`src/rtl/ddr3_pkg.sv`:
```
// Shared definitions for the DDR3 frame-buffer burst schedulers (read and write side).
package ddr3_pkg;

  localparam int          BEAT_BYTES      = 8;
  localparam logic [31:0] DEF_ADDR_BASE   = 32'h0000_0000;
  localparam int          DEF_FRAME_BEATS = 76800;
  localparam int          DEF_BURST_LEN   = 64;
  localparam int          DEF_FIFO_DEPTH  = 1024;

  typedef enum logic [2:0] {
    IDLE,
    ISSUE,
    ACK,
    WAIT_DONE,
    ADVANCE
  } burst_state_t;

  // Length of the next burst: a full burst, or whatever remains of the frame.
  function automatic logic [9:0] burst_len_min(input logic [23:0] beats_left,
                                               input logic [9:0]  burst_len);
    if (beats_left < {14'd0, burst_len})
      return beats_left[9:0];
    else
      return burst_len;
  endfunction

endpackage

```
`src/rtl/ddr3_rd_burst_ctrl.sv`:
```
// Read-side burst scheduler: walks the frame linearly and issues one read burst
// whenever the downstream FIFO has room for a full burst, wrapping at frame end.
module ddr3_rd_burst_ctrl
  import ddr3_pkg::*;
#(
  parameter logic [31:0] ADDR_BASE   = DEF_ADDR_BASE,
  parameter int          FRAME_BEATS = DEF_FRAME_BEATS,
  parameter int          BURST_LEN   = DEF_BURST_LEN,
  parameter int          FIFO_DEPTH  = DEF_FIFO_DEPTH
) (
  input  logic        ACLK,
  input  logic        ARESETN,
  input  logic        rd_en,
  input  logic        frame_restart,
  input  logic [10:0] rd_fifo_cnt,
  input  logic        RD_READY,
  input  logic        RD_DONE,
  output logic        RD_START,
  output logic [31:0] RD_ADRS,
  output logic [9:0]  RD_LEN,
  output logic        frame_done,
  output logic        busy
);

  localparam logic [23:0] FRAME_BEATS_W = 24'(FRAME_BEATS);
  localparam logic [9:0]  BURST_LEN_W   = 10'(BURST_LEN);
  localparam logic [11:0] FIFO_THRESH   = 12'(FIFO_DEPTH - BURST_LEN);
  localparam int          BEAT_SHIFT    = $clog2(BEAT_BYTES);

  burst_state_t state;
  logic [31:0]  cur_adrs;
  logic [23:0]  beats_left;
  logic         restart_pend;

  logic         fifo_room;
  logic [9:0]   next_len;
  logic [23:0]  beats_after;
  logic [31:0]  next_adrs;

  // RD_LEN is frozen for the whole burst, so the advance arithmetic can use it directly.
  assign fifo_room   = {1'b0, rd_fifo_cnt} <= FIFO_THRESH;
  assign next_len    = burst_len_min(beats_left, BURST_LEN_W);
  assign beats_after = beats_left - {14'd0, RD_LEN};
  assign next_adrs   = cur_adrs + ({22'd0, RD_LEN} << BEAT_SHIFT);

  always_ff @(posedge ACLK or negedge ARESETN) begin
    if (!ARESETN) begin
      state        <= IDLE;
      cur_adrs     <= ADDR_BASE;
      beats_left   <= FRAME_BEATS_W;
      restart_pend <= 1'b0;
      RD_START     <= 1'b0;
      RD_ADRS      <= ADDR_BASE;
      RD_LEN       <= BURST_LEN_W;
      frame_done   <= 1'b0;
      busy         <= 1'b0;
    end else begin
      RD_START   <= 1'b0;
      frame_done <= 1'b0;
      if (frame_restart)
        restart_pend <= 1'b1;

      case (state)
        IDLE: begin
          if (restart_pend) begin
            cur_adrs     <= ADDR_BASE;
            beats_left   <= FRAME_BEATS_W;
            restart_pend <= frame_restart;
          end else if (rd_en && RD_READY && fifo_room) begin
            RD_ADRS  <= cur_adrs;
            RD_LEN   <= next_len;
            RD_START <= 1'b1;
            busy     <= 1'b1;
            state    <= ISSUE;
          end
        end

        ISSUE: state <= ACK;

        // The master signals acceptance by leaving its idle state.
        ACK: begin
          if (!RD_READY)
            state <= WAIT_DONE;
        end

        WAIT_DONE: begin
          if (RD_DONE)
            state <= ADVANCE;
        end

        ADVANCE: begin
          if (beats_after == 24'd0) begin
            frame_done <= 1'b1;
            cur_adrs   <= ADDR_BASE;
            beats_left <= FRAME_BEATS_W;
          end else begin
            cur_adrs   <= next_adrs;
            beats_left <= beats_after;
          end
          busy  <= 1'b0;
          state <= IDLE;
        end

        default: state <= IDLE;
      endcase
    end
  end

endmodule

```
`config.mk`:
```
export PLATFORM = sky130hd
export DESIGN_NAME = ddr3_rd_burst_ctrl
export DESIGN_NICKNAME = d
export VERILOG_FILES = /design/src/rtl/ddr3_pkg.sv /design/src/rtl/ddr3_rd_burst_ctrl.sv
export SDC_FILE = /design/constraint.sdc
export NUM_CORES = 1
export LEC_CHECK = 0
export BUFFER_PORTS_ARGS = -buffer_cell sky130_fd_sc_hd__buf_2
export CAP_MARGIN = 5
export CORE_AREA = 2 2 143 89
export DETAILED_ROUTE_END_ITERATION = 8
export DIE_AREA = 0 0 145 91
export SYNTH_ARGS = -nofsm -noshare
export SYNTH_HDL_FRONTEND = slang
export SYNTH_SLANG_ARGS = --single-unit
```
`constraint.sdc`:
```
create_clock -name ACLK -period 3.2 [get_ports ACLK]
set_input_delay 0.64 -clock ACLK [delete_from_list [all_inputs] [get_ports ACLK]]
set_output_delay 0.64 -clock ACLK [all_outputs]
set_load 0.1 [all_outputs]
```
==> key figures, run 1 <==
Routing
  – Wire per inst: 16.8 um
  – Drt pass-1 iters: 5
  – Post-DRT Antenna Nets: 0
  – Vias/cell: 5.51
  – DR iter-0 viols: 337
  – Final WL: 13.9 mm
  – # DRC: 0
  – Vias after detailed routing: 4531

Critical path
  – Worst Path Required: 3.44 ns
  – Cell family with most CP delay: compound AO/OA/AOI/OAI gates
  – Worst setup EP type: register
  – Slowest library cell on the worst path: dfrtp_4
  – CP bufs+invs: 3
  – Worst path cell trace: ha_4 > fa_2 > nor2b_2 > buf_4 > o21bai_1 > a21o_1 > a21oi_1 > nand4_1 > nor4_4 > buf_4 > a31oi_4 > buf_12 > a32o_1
  – Largest stage delay, worst path: 0.49 ns
  – R2R Setup Slk: 0.08 ns
  – Critical Path AT: 3.36 ns
  – Critical path fanouts, max: 5
  – Most used cell, CP: buf_4
  – Crit path kind: register to register
  – Startpoint types: register

Die
  – Num rows: 31
  – Core area: 0.0118 mm^2
  – Chip Width: 145 um
  – Initial Util: 0.445
  – IO Pins: 62
  – Die Y: 91 um
  – Die area: 0.0132 mm^2

STA
  – TNS Setup: 0 ns
  – Crit share post-route: 0.974
  – Final worst path period need: 3.12 ns
  – RSZ-0062 raised after global routing: yes
  – Final number of max-transition violations: 0
  – FMAX: 321 MHz
  – Worst Max-Slew Pin Slew: 0.968 ns
  – Slew headroom: 0.355
  – Setup Skew: 0.00992 ns
  – # setup viols final: 0
  – Final Hold Viols: 0

Cells and area
  – Nets: 692
  – P&R area growth vs syn: 22.1%
  – Antenna cells: 0
  – Layout cell share with drive strength beyond 1: 0.233
  – Final core occ: 0.543

Power and ir drop
  – Leak pwr: 3.07 nW
  – Total chip power: 5.67 mW
  – PwrDens: 882 mW/mm^2
  – VDD IR max: 0.328 mV

CTS
  – Worst-skew pair later-pin latency: 0.35 ns
  – Hold buffers post-CTS: 0
  – CTS root buf: clkbuf_16
  – Clk sinks: 99
  – Clock slew at reported path FFs: 0.08 ns
  – Number of H-tree levels: 3
  – Buffer depth of the longest clock path: 2
  – CTS buffer count: 9
  – CTS tree: built

Synthesis
  – Syn Std Cell Area: 0.00526 mm^2
  – Synth Flop Type: dfrtp_1
  – Synth Warn #: 0
  – Synth top cells by count: nand2_1, dfrtp_1, nor2_1
  – Register area share after synthesis: 0.472
  – Cell variety after synth: 61
  – EDFF count, synth: 0
  – Synth area leaders: dfrtp_1, nand2_1, ha_1, xor2_1, o21ai_0
  – Synthesized area per cell: 9.15 um^2
  – Area leader, netlist: dfrtp_1
  – Asr flop ratio synth: 1.00
  – Top-count cell post-synth: nand2_1
  – Top-area cell type share of the netlist area: 0.447
  – Synth Register Bits: 99
  – Syn Inst Count: 575

Global route
  – Largest net degree at the start of global routing: 52
  – Gr ovfl total: 0
  – Global-route wire length before repair: 23.2 mm
  – Total track usage: 0.221
  – Vias in the first global route: 4465
  – Antenna violations before repair: 0

Min path
  – Worst hold path class: primary input to asynchronous set/reset pin

Placement
  – I/O Buffers: 58
  – Post-DP HPWL: 9.79 mm
  – Gpl congestion: 0.880

Run
  – MaxCap Viol Count: 0

Outcome
  – Status: finished clean
[layout make-up]
type / count / area (um^2)
tap: 165 / 206
timing repair buffer: 88 / 563
fill: 1062 / 5410
clock buffer: 9 / 225
clock inverter: 7 / 90.1
multi-input combinational: 438 / 2760
sequential: 99 / 2510
inverter: 17 / 68.8
[cells in the final DEF, fill, tap and decap left out, types with 9 or more instances in the layout]
cell type	synthesis	final
nand2_1	130	130
dfrtp_1	94	85
buf_2	2	57
nor2_1	44	44
o21ai_0	36	30
buf_4	5	26
xor2_1	21	21
a21oi_1	24	20
ha_1	20	17
nand3_1	15	15
inv_1	16	15
nor3_1	15	13
xnor2_1	14	13
a22o_1	9	9
clkbuf_16	0	9
[state kept, by name (all words and copies together) (netlist names)]
| register | cells |
|---|---|
| RD_ADRS | 29 |
| RD_LEN | 10 |
| RD_START | 1 |
| beats_left | 24 |
| busy | 1 |
| cur_adrs | 29 |
| frame_done | 1 |
| restart_pend | 1 |
| state | 3 |
[metal layers]
metal  GRT usage  vias up  part of all wire
li1            -     2147                 -
met1       0.330     2204              0.49
met2       0.317      158              0.42
met3      0.0558       22             0.067
met4      0.0611        0             0.016
met5           0        -                 0
[worst paths after layout]
check	start	end	depth (start not counted)
worst max-delay path	RD_LEN[0]	cur_adrs[8]	13
worst min-delay path	ARESETN	beats_left[22]	1
worst max register to register	RD_LEN[0]	cur_adrs[8]	13
worst min register to register	RD_ADRS[21]	RD_ADRS[21]	2
max in group asynchronous	ARESETN	RD_LEN[6]	2
min in group ACLK	RD_ADRS[21]	RD_ADRS[21]	2
[repair_timing]
item / CTS / global route
buffers inserted: 5 / 3
endpoints found under the setup margin: 41 / 42
pin swaps: 6 / 5
cloned: 1 / 0
resized for setup: 7 / 21
[stage by stage]
step	setup slack, ns	hold slack (ns)	instances	area [um^2]
after floorplan	0.00372	0.344	577	5340
after global placement	-0.116	0.456	798	5920
after detailed placement	-0.192	0.457	798	5920
after CTS	-0.00857	0.339	820	6320
after global routing	-0.0355	0.370	823	6420
final	0.0820	0.318	823	6420
[power by group]
group	internal (mW)	switching, mW	total [mW]
combinational	0.933	1.83	2.76
sequential	1.49	0.257	1.74
clock	0.631	0.533	1.16
[cell families (layout without fill, tap and decap cells)]
| group | after synthesis | after routing | share of synthesized area |
|---|---|---|---|
| AOI/OAI and AO/OA | 114 | 115 | 0.142 |
| xor gates and xnor gates | 35 | 35 | 0.0583 |
| adders and majority gates | 22 | 22 | 0.0552 |
| buffers and inverters | 41 | 121 | 0.0347 |
| DFF | 99 | 99 | 0.472 |
| muxes | 2 | 2 | 0.00404 |
| other | 1 | 3 | 0.000713 |
| and+or+nand+nor | 261 | 261 | 0.233 |
Note: power is estimated with default switching activity, not from simulation.
==> inputs of run 2 (changes only) <==
Settings changed: RECOVER_POWER set to 50.
==> key figures, run 2 (synthesized netlist as in run 1, its figures left out) <==
Outcome
  – Status: finished clean (unchanged)

Cells and area
  – P&R area growth vs syn: 21.4% (was 22.1%)
  – Nets: 692 (unchanged)
  – Most common cell after layout, fill and taps aside: nand2_1 (unchanged)
  – Biggest regs: RD_ADRS x29, cur_adrs x29, beats_left x24 (unchanged)
  – Leading cell types in the layout, fill and taps excluded: nand2_1, dfrtp_1, nor2_1 (was nand2_1, dfrtp_1, buf_2)
  – Antenna cells: 0 (unchanged)
  – Cell Count, Final, Fillers Out: 823 (unchanged)
  – Layout cell share with drive strength beyond 1: 0.210 (was 0.233)

Routing
  – DR iter-0 viols: 336 (was 337)
  – WL met2: 5.84 mm (was 5.88 mm)
  – Metal1 wirelength: 6.74 mm (was 6.83 mm)
  – # DRC: 0 (unchanged)
  – Vias/cell: 5.50 (was 5.51)
  – Wire length on met3: 1.03 mm (was 922 um)
  – Max layer used: met4 (unchanged)
  – Vias after detailed routing: 4530 (was 4531)
  – Final WL: 13.8 mm (was 13.9 mm)
  – Drt pass-1 iters: 5 (unchanged)
  – Post-DRT Antenna Nets: 0 (unchanged)
  – Wire per inst: 16.8 um (about the same)

STA
  – RSZ-0062 raised after global routing: yes (unchanged)
  – # setup viols final: 0 (unchanged)
  – Final worst path period need: 3.11 ns (was 3.12 ns)
  – Post-route setup slack: 0.0870 ns (was 0.0820 ns)
  – Worst Max-Slew Pin Slew: 1.30 ns (was 0.968 ns)
  – Final Hold Viols: 0 (unchanged)
  – FMAX: 321 MHz (about the same)
  – TNS Setup: 0 ns (unchanged)
  – Slew headroom: 0.130 (was 0.355)
  – Final number of max-transition violations: 0 (unchanged)
  – Crit share post-route: 0.973 (was 0.974)
  – Setup Skew: 0.00909 ns (was 0.00992 ns)

Die
  – Core area: 0.0118 mm^2 (unchanged)
  – Chip Width: 145 um (unchanged)
  – Num rows: 31 (unchanged)
  – Die area: 0.0132 mm^2 (unchanged)
  – Initial Util: 0.445 (unchanged)
  – Die Y: 91 um (unchanged)
  – IO Pins: 62 (unchanged)

CTS
  – CTS buffer count: 9 (unchanged)
  – Number of H-tree levels: 3 (unchanged)
  – CTS tree: built (unchanged)
  – Hold buffers post-CTS: 0 (unchanged)
  – Clock slew at reported path FFs: 0.08 ns (about the same)
  – Clk sinks: 99 (unchanged)
  – CTS root buf: clkbuf_16 (unchanged)
  – Worst-skew pair later-pin latency: 0.35 ns (about the same)
  – Buffer depth of the longest clock path: 2 (unchanged)

Critical path
  – Worst Path Required: 3.44 ns (about the same)
  – Worst path cell trace: ha_4 > fa_2 > nor2b_2 > buf_4 > o21bai_1 > a21o_1 > a21oi_1 > nand4_1 > nor4_4 > buf_4 > a31oi_4 > buf_12 > a32o_1 (unchanged)
  – Critical Path AT: 3.35 ns (was 3.36 ns)
  – Critical path fanouts, max: 5 (unchanged)
  – Largest stage delay, worst path: 0.49 ns (about the same)
  – Crit path kind: register to register (unchanged)
  – Slowest library cell on the worst path: dfrtp_4 (unchanged)
  – Worst setup EP type: register (unchanged)
  – Most used cell, CP: buf_4 (unchanged)
  – Startpoint types: register (unchanged)

Global route
  – Global-route wire length before repair: 23.2 mm (unchanged)
  – Gr ovfl total: 0 (unchanged)
  – Largest net degree at the start of global routing: 52 (unchanged)
  – Antenna violations before repair: 0 (unchanged)
  – Vias in the first global route: 4465 (unchanged)
  – Total track usage: 0.221 (unchanged)

Placement
  – Gpl congestion: 0.880 (unchanged)
  – Placed cell count: 798 (unchanged)
  – Setup WS pre-CTS: -0.192 ns (unchanged)
  – Post-DP HPWL: 9.79 mm (unchanged)
  – I/O Buffers: 58 (unchanged)

Min path
  – Worst hold path class: register to register (was primary input to asynchronous set/reset pin)

Power and ir drop
  – Total chip power: 5.65 mW (was 5.67 mW)
  – Combinational cell fraction of total power: 0.486 (was 0.487)
  – Switching share of power: 0.461 (was 0.462)
  – VDD IR max: 0.328 mV (about the same)
  – P_int: 3.05 mW (about the same)
  – Leak pwr: 3.00 nW (was 3.07 nW)
  – Clock group share of total power: 0.205 (about the same)
  – Reg power frac: 0.308 (about the same)
  – PwrDens: 885 mW/mm^2 (was 882 mW/mm^2)
  – Psw: 2.61 mW (was 2.62 mW)

Run
  – MaxCap Viol Count: 0 (unchanged)
-- run 2: final cells by class --
| cell class | count | area, um^2 |
|---|---|---|
| inverter | 17 | 68.8 |
| clock inverter | 7 | 90.1 |
| timing repair buffer | 88 | 527 |
| fill | 1072 | 5440 |
| tap | 165 | 206 |
| clock buffer | 9 | 225 |
| multi-input combinational | 438 | 2760 |
| sequential | 99 | 2510 |
-- run 2: metal layers --
metal | vias to the layer above | track usage
met3 | 20 | 0.0558
met1 | 2188 | 0.330
met4 | 0 | 0.0611
met5 | - | 0
met2 | 172 | 0.317
li1 | 2150 | -
-- run 2: power by group through the flow --
| stage | sequential, mW | combinational (mW) | clock, mW |
|---|---|---|---|
| 2_1_floorplan | 2.26 | 1.42 | 0 |
| 3_3_place_gp | 1.75 | 2.52 | 0 |
| 3_5_place_dp | 1.76 | 2.57 | 0 |
| 4_1_cts | 1.74 | 2.65 | 1.18 |
| 5_1_grt | 1.78 | 2.98 | 1.24 |
| 6_report | 1.74 | 2.75 | 1.16 |
-- run 2: worst paths after layout --
check	from	end	slack, ns	cells past startpoint
min	RD_ADRS[21]	RD_ADRS[21]	0.47	2
max reg2reg	RD_LEN[0]	cur_adrs[8]	0.09	13
max	RD_LEN[0]	cur_adrs[8]	0.09	13
min in group asynchronous	ARESETN	beats_left[22]	0.55	1
max in group asynchronous	ARESETN	RD_LEN[0]	0.58	2
min reg2reg	RD_ADRS[21]	RD_ADRS[21]	0.47	2
-- run 2: metrics by stage --
stage / cell area [um^2] / utilization / hold WS, ns
3_5_place_dp: 5920 / 0.501 / 0.457
5_1_grt: 6390 / 0.540 / 0.472
4_1_cts: 6320 / 0.534 / 0.339
2_1_floorplan: 5340 / - / 0.344
6_report: 6390 / 0.540 / 0.471
3_3_place_gp: 5920 / 0.501 / 0.456
-- run 2: critical path, delay by kind of cell, from the launching register on --
kind,cells,cell delay [ns]
buf+inv,3,0.48
compound gates,5,0.94
fa+ha+maj,2,0.53
flops,1,0.49
simple gates,3,0.55
-- run 2: what timing repair did --
action | CTS | global route
cloned | 1 | 0
pin swaps | 6 | 5
endpoints found under the setup margin | 41 | 42
resized for setup | 7 | 21
setup buffers | 5 | 3
==> inputs of run 3 (changes only) <==
Settings changed: PLACE_DENSITY set to 0.65.
==> key figures, run 3 (synthesized netlist as in run 1, its figures left out) <==
Outcome
  – Status: finished with violations (was finished clean)
  – Failing checks: capacitance limit, slew limit

Critical path
  – Critical Path AT: 3.39 ns (was 3.35 ns)
  – CP bufs+invs: 3 (unchanged)
  – Worst path cell trace: inv_1 > ha_2 > a21oi_2 > o21ai_0 > a21oi_2 > o21ai_1 > xnor2_2 > nor4_4 > buf_4 > a31oi_4 > buf_4 > a21oi_1 > o21a_1 (was ha_4 > fa_2 > nor2b_2 > buf_4 > o21bai_1 > a21o_1 > a21oi_1 > nand4_1 > nor4_4 > buf_4 > a31oi_4 > buf_12 > a32o_1)
  – WP depth: 13 (unchanged)
  – Worst reg2reg path startpoint: RD_LEN[6] (was RD_LEN[0])
  – Slowest library cell on the worst path: dfstp_4 (was dfrtp_4)
  – R2R Path End: beats_left[10] (was cur_adrs[8])
  – Largest stage delay, worst path: 0.62 ns (was 0.49 ns)
  – Worst r2r path cells: 13 (unchanged)
  – Worst Path Required: 3.49 ns (was 3.44 ns)
  – Crit path to: beats_left[10] (was cur_adrs[8])
  – Critical path fanouts, max: 8 (was 5)
  – R2R Setup Slk: 0.1 ns (was 0.09 ns)
  – Origin of the worst setup path: RD_LEN[6] (was RD_LEN[0])
  – Worst setup EP type: register (unchanged)
  – Startpoint types: register (unchanged)
  – Crit path kind: register to register (unchanged)
  – Cell family with most CP delay: compound AO/OA/AOI/OAI gates (unchanged)

Routing
  – Drt pass-1 iters: 5 (unchanged)
  – DR iter-0 viols: 313 (was 336)
  – Final WL: 13.7 mm (was 13.8 mm)
  – Wire per inst: 16.5 um (was 16.8 um)
  – # DRC: 0 (unchanged)
  – Vias after detailed routing: 4481 (was 4530)
  – Vias/cell: 5.40 (was 5.50)
  – Post-DRT Antenna Nets: 0 (unchanged)

Die
  – Die Y: 91 um (unchanged)
  – Initial Util: 0.445 (unchanged)
  – IO Pins: 62 (unchanged)
  – Core area: 0.0118 mm^2 (unchanged)
  – Die area: 0.0132 mm^2 (unchanged)
  – Chip Width: 145 um (unchanged)
  – Num rows: 31 (unchanged)

Placement
  – Post-DP HPWL: 9.62 mm (was 9.79 mm)
  – Setup WS pre-CTS: -0.162 ns (was -0.192 ns)
  – Gpl congestion: 0.862 (was 0.880)
  – I/O Buffers: 58 (unchanged)

STA
  – Setup Skew: 0.00769 ns (was 0.00909 ns)
  – RSZ-0062 raised after global routing: yes (unchanged)
  – Slew headroom: -0.0195 (was 0.130)
  – Final number of max-transition violations: 60 (was 0)
  – Post-route setup slack: 0.0964 ns (was 0.0870 ns)
  – # setup viols final: 0 (unchanged)
  – Final Hold Viols: 0 (unchanged)
  – Final worst path period need: 3.10 ns (was 3.11 ns)
  – FMAX: 322 MHz (was 321 MHz)
  – Worst Max-Slew Pin Slew: 1.53 ns (was 1.30 ns)
  – Crit share post-route: 0.970 (was 0.973)

CTS
  – Number of H-tree levels: 3 (unchanged)
  – CTS root buf: clkbuf_16 (unchanged)
  – Worst-skew pair later-pin latency: 0.35 ns (about the same)
  – CTS buffer count: 9 (unchanged)
  – Clk sinks: 99 (unchanged)
  – Clock slew at reported path FFs: 0.07 ns (was 0.08 ns)
  – CTS tree: built (unchanged)
  – Hold buffers post-CTS: 0 (unchanged)
  – Buffer depth of the longest clock path: 2 (unchanged)

Cells and area
  – Nets: 699 (was 692)
  – Most common cell after layout, fill and taps aside: nand2_1 (unchanged)
  – Antenna cells: 0 (unchanged)
  – Layout cell share with drive strength beyond 1: 0.223 (was 0.210)
  – P&R area growth vs syn: 22.0% (was 21.4%)
  – Biggest regs: RD_ADRS x29, cur_adrs x29, beats_left x24 (unchanged)
  – Leading cell types in the layout, fill and taps excluded: nand2_1, dfrtp_1, nor2_1, buf_2 (was nand2_1, dfrtp_1, nor2_1)

Min path
  – Worst hold path startpoint: RD_ADRS[5] (was RD_ADRS[21])
  – Worst hold path class: register to register (unchanged)

Global route
  – Total track usage: 0.220 (was 0.221)
  – Gr ovfl total: 0 (unchanged)
  – Global-route wire length before repair: 23.2 mm (about the same)
  – Antenna violations before repair: 0 (unchanged)
  – Largest net degree at the start of global routing: 60 (was 52)
  – Vias in the first global route: 4521 (was 4465)

Power and ir drop
  – PwrDens: 896 mW/mm^2 (was 885 mW/mm^2)
  – VDD IR max: 0.529 mV (was 0.328 mV)
  – Leak pwr: 3.03 nW (was 3.00 nW)
  – Total chip power: 5.75 mW (was 5.65 mW)

Run
  – MaxCap Viol Count: 1 (was 0)
## run 3: power by group
group          internal [mW]  switching [mW]  total (mW)
clock network          0.635           0.499        1.13
logic                   1.01            1.88        2.89
registers               1.49           0.237        1.72
## run 3: layer usage
layer | wire length (um) | up-vias | GRT usage
li1 | - | 2153 | -
met1 | 6830 | 2180 | 0.322
met2 | 5840 | 134 | 0.332
met3 | 829 | 14 | 0.0422
met4 | 176 | 0 | 0.0660
met5 | 0 | - | 0
## run 3: timing repair
action                     CTS  global route
buffers inserted             7             2
gates resized for setup      7            18
setup endpoints to repair   38            42
pin swaps                    6             7
## run 3: stage by stage
step            util  area (um^2)  std cells  TNS (ns)  hold slack [ns]
6_report       0.543         6420        830         0            0.472
5_1_grt        0.543         6420        830   -0.0614            0.498
4_1_cts        0.538         6370        828         0            0.395
3_5_place_dp   0.504         5960        805     -2.50            0.457
3_3_place_gp   0.504         5960        805     -1.48            0.455
2_1_floorplan      -         5340        577         0            0.344
## run 3: how the worst min path moves through the flow
stage / cells after the start / slack (ns) / to
2_1_floorplan: 0 / 0.34 / RD_ADRS[10]
3_3_place_gp: 2 / 0.46 / RD_ADRS[5]
3_5_place_dp: 2 / 0.46 / RD_ADRS[14]
4_1_cts: 1 / 0.39 / RD_LEN[2]
5_1_grt: 2 / 0.50 / restart_pend
6_report: 2 / 0.47 / RD_ADRS[5]
## run 3: cell type report
| cell class | instances | area, um^2 |
|---|---|---|
| clock buffer | 10 | 239 |
| fill | 1091 | 5410 |
| timing repair buffer | 96 | 584 |
| clock inverter | 6 | 71.3 |
| tap | 165 | 206 |
| multi-input combinational | 437 | 2740 |
| sequential | 99 | 2510 |
| inverter | 17 | 66.3 |
## run 3: worst reg2reg max path, stage by stage, from the launching register on
cell and delay [ns]:
dfstp_4 0.62, inv_1 0.06, ha_2 0.34, a21oi_2 0.25
o21ai_0 0.15, a21oi_2 0.20, o21ai_1 0.14, xnor2_2 0.25
nor4_4 0.08, buf_4 0.17, a31oi_4 0.31, buf_4 0.20
a21oi_1 0.07, o21a_1 0.21
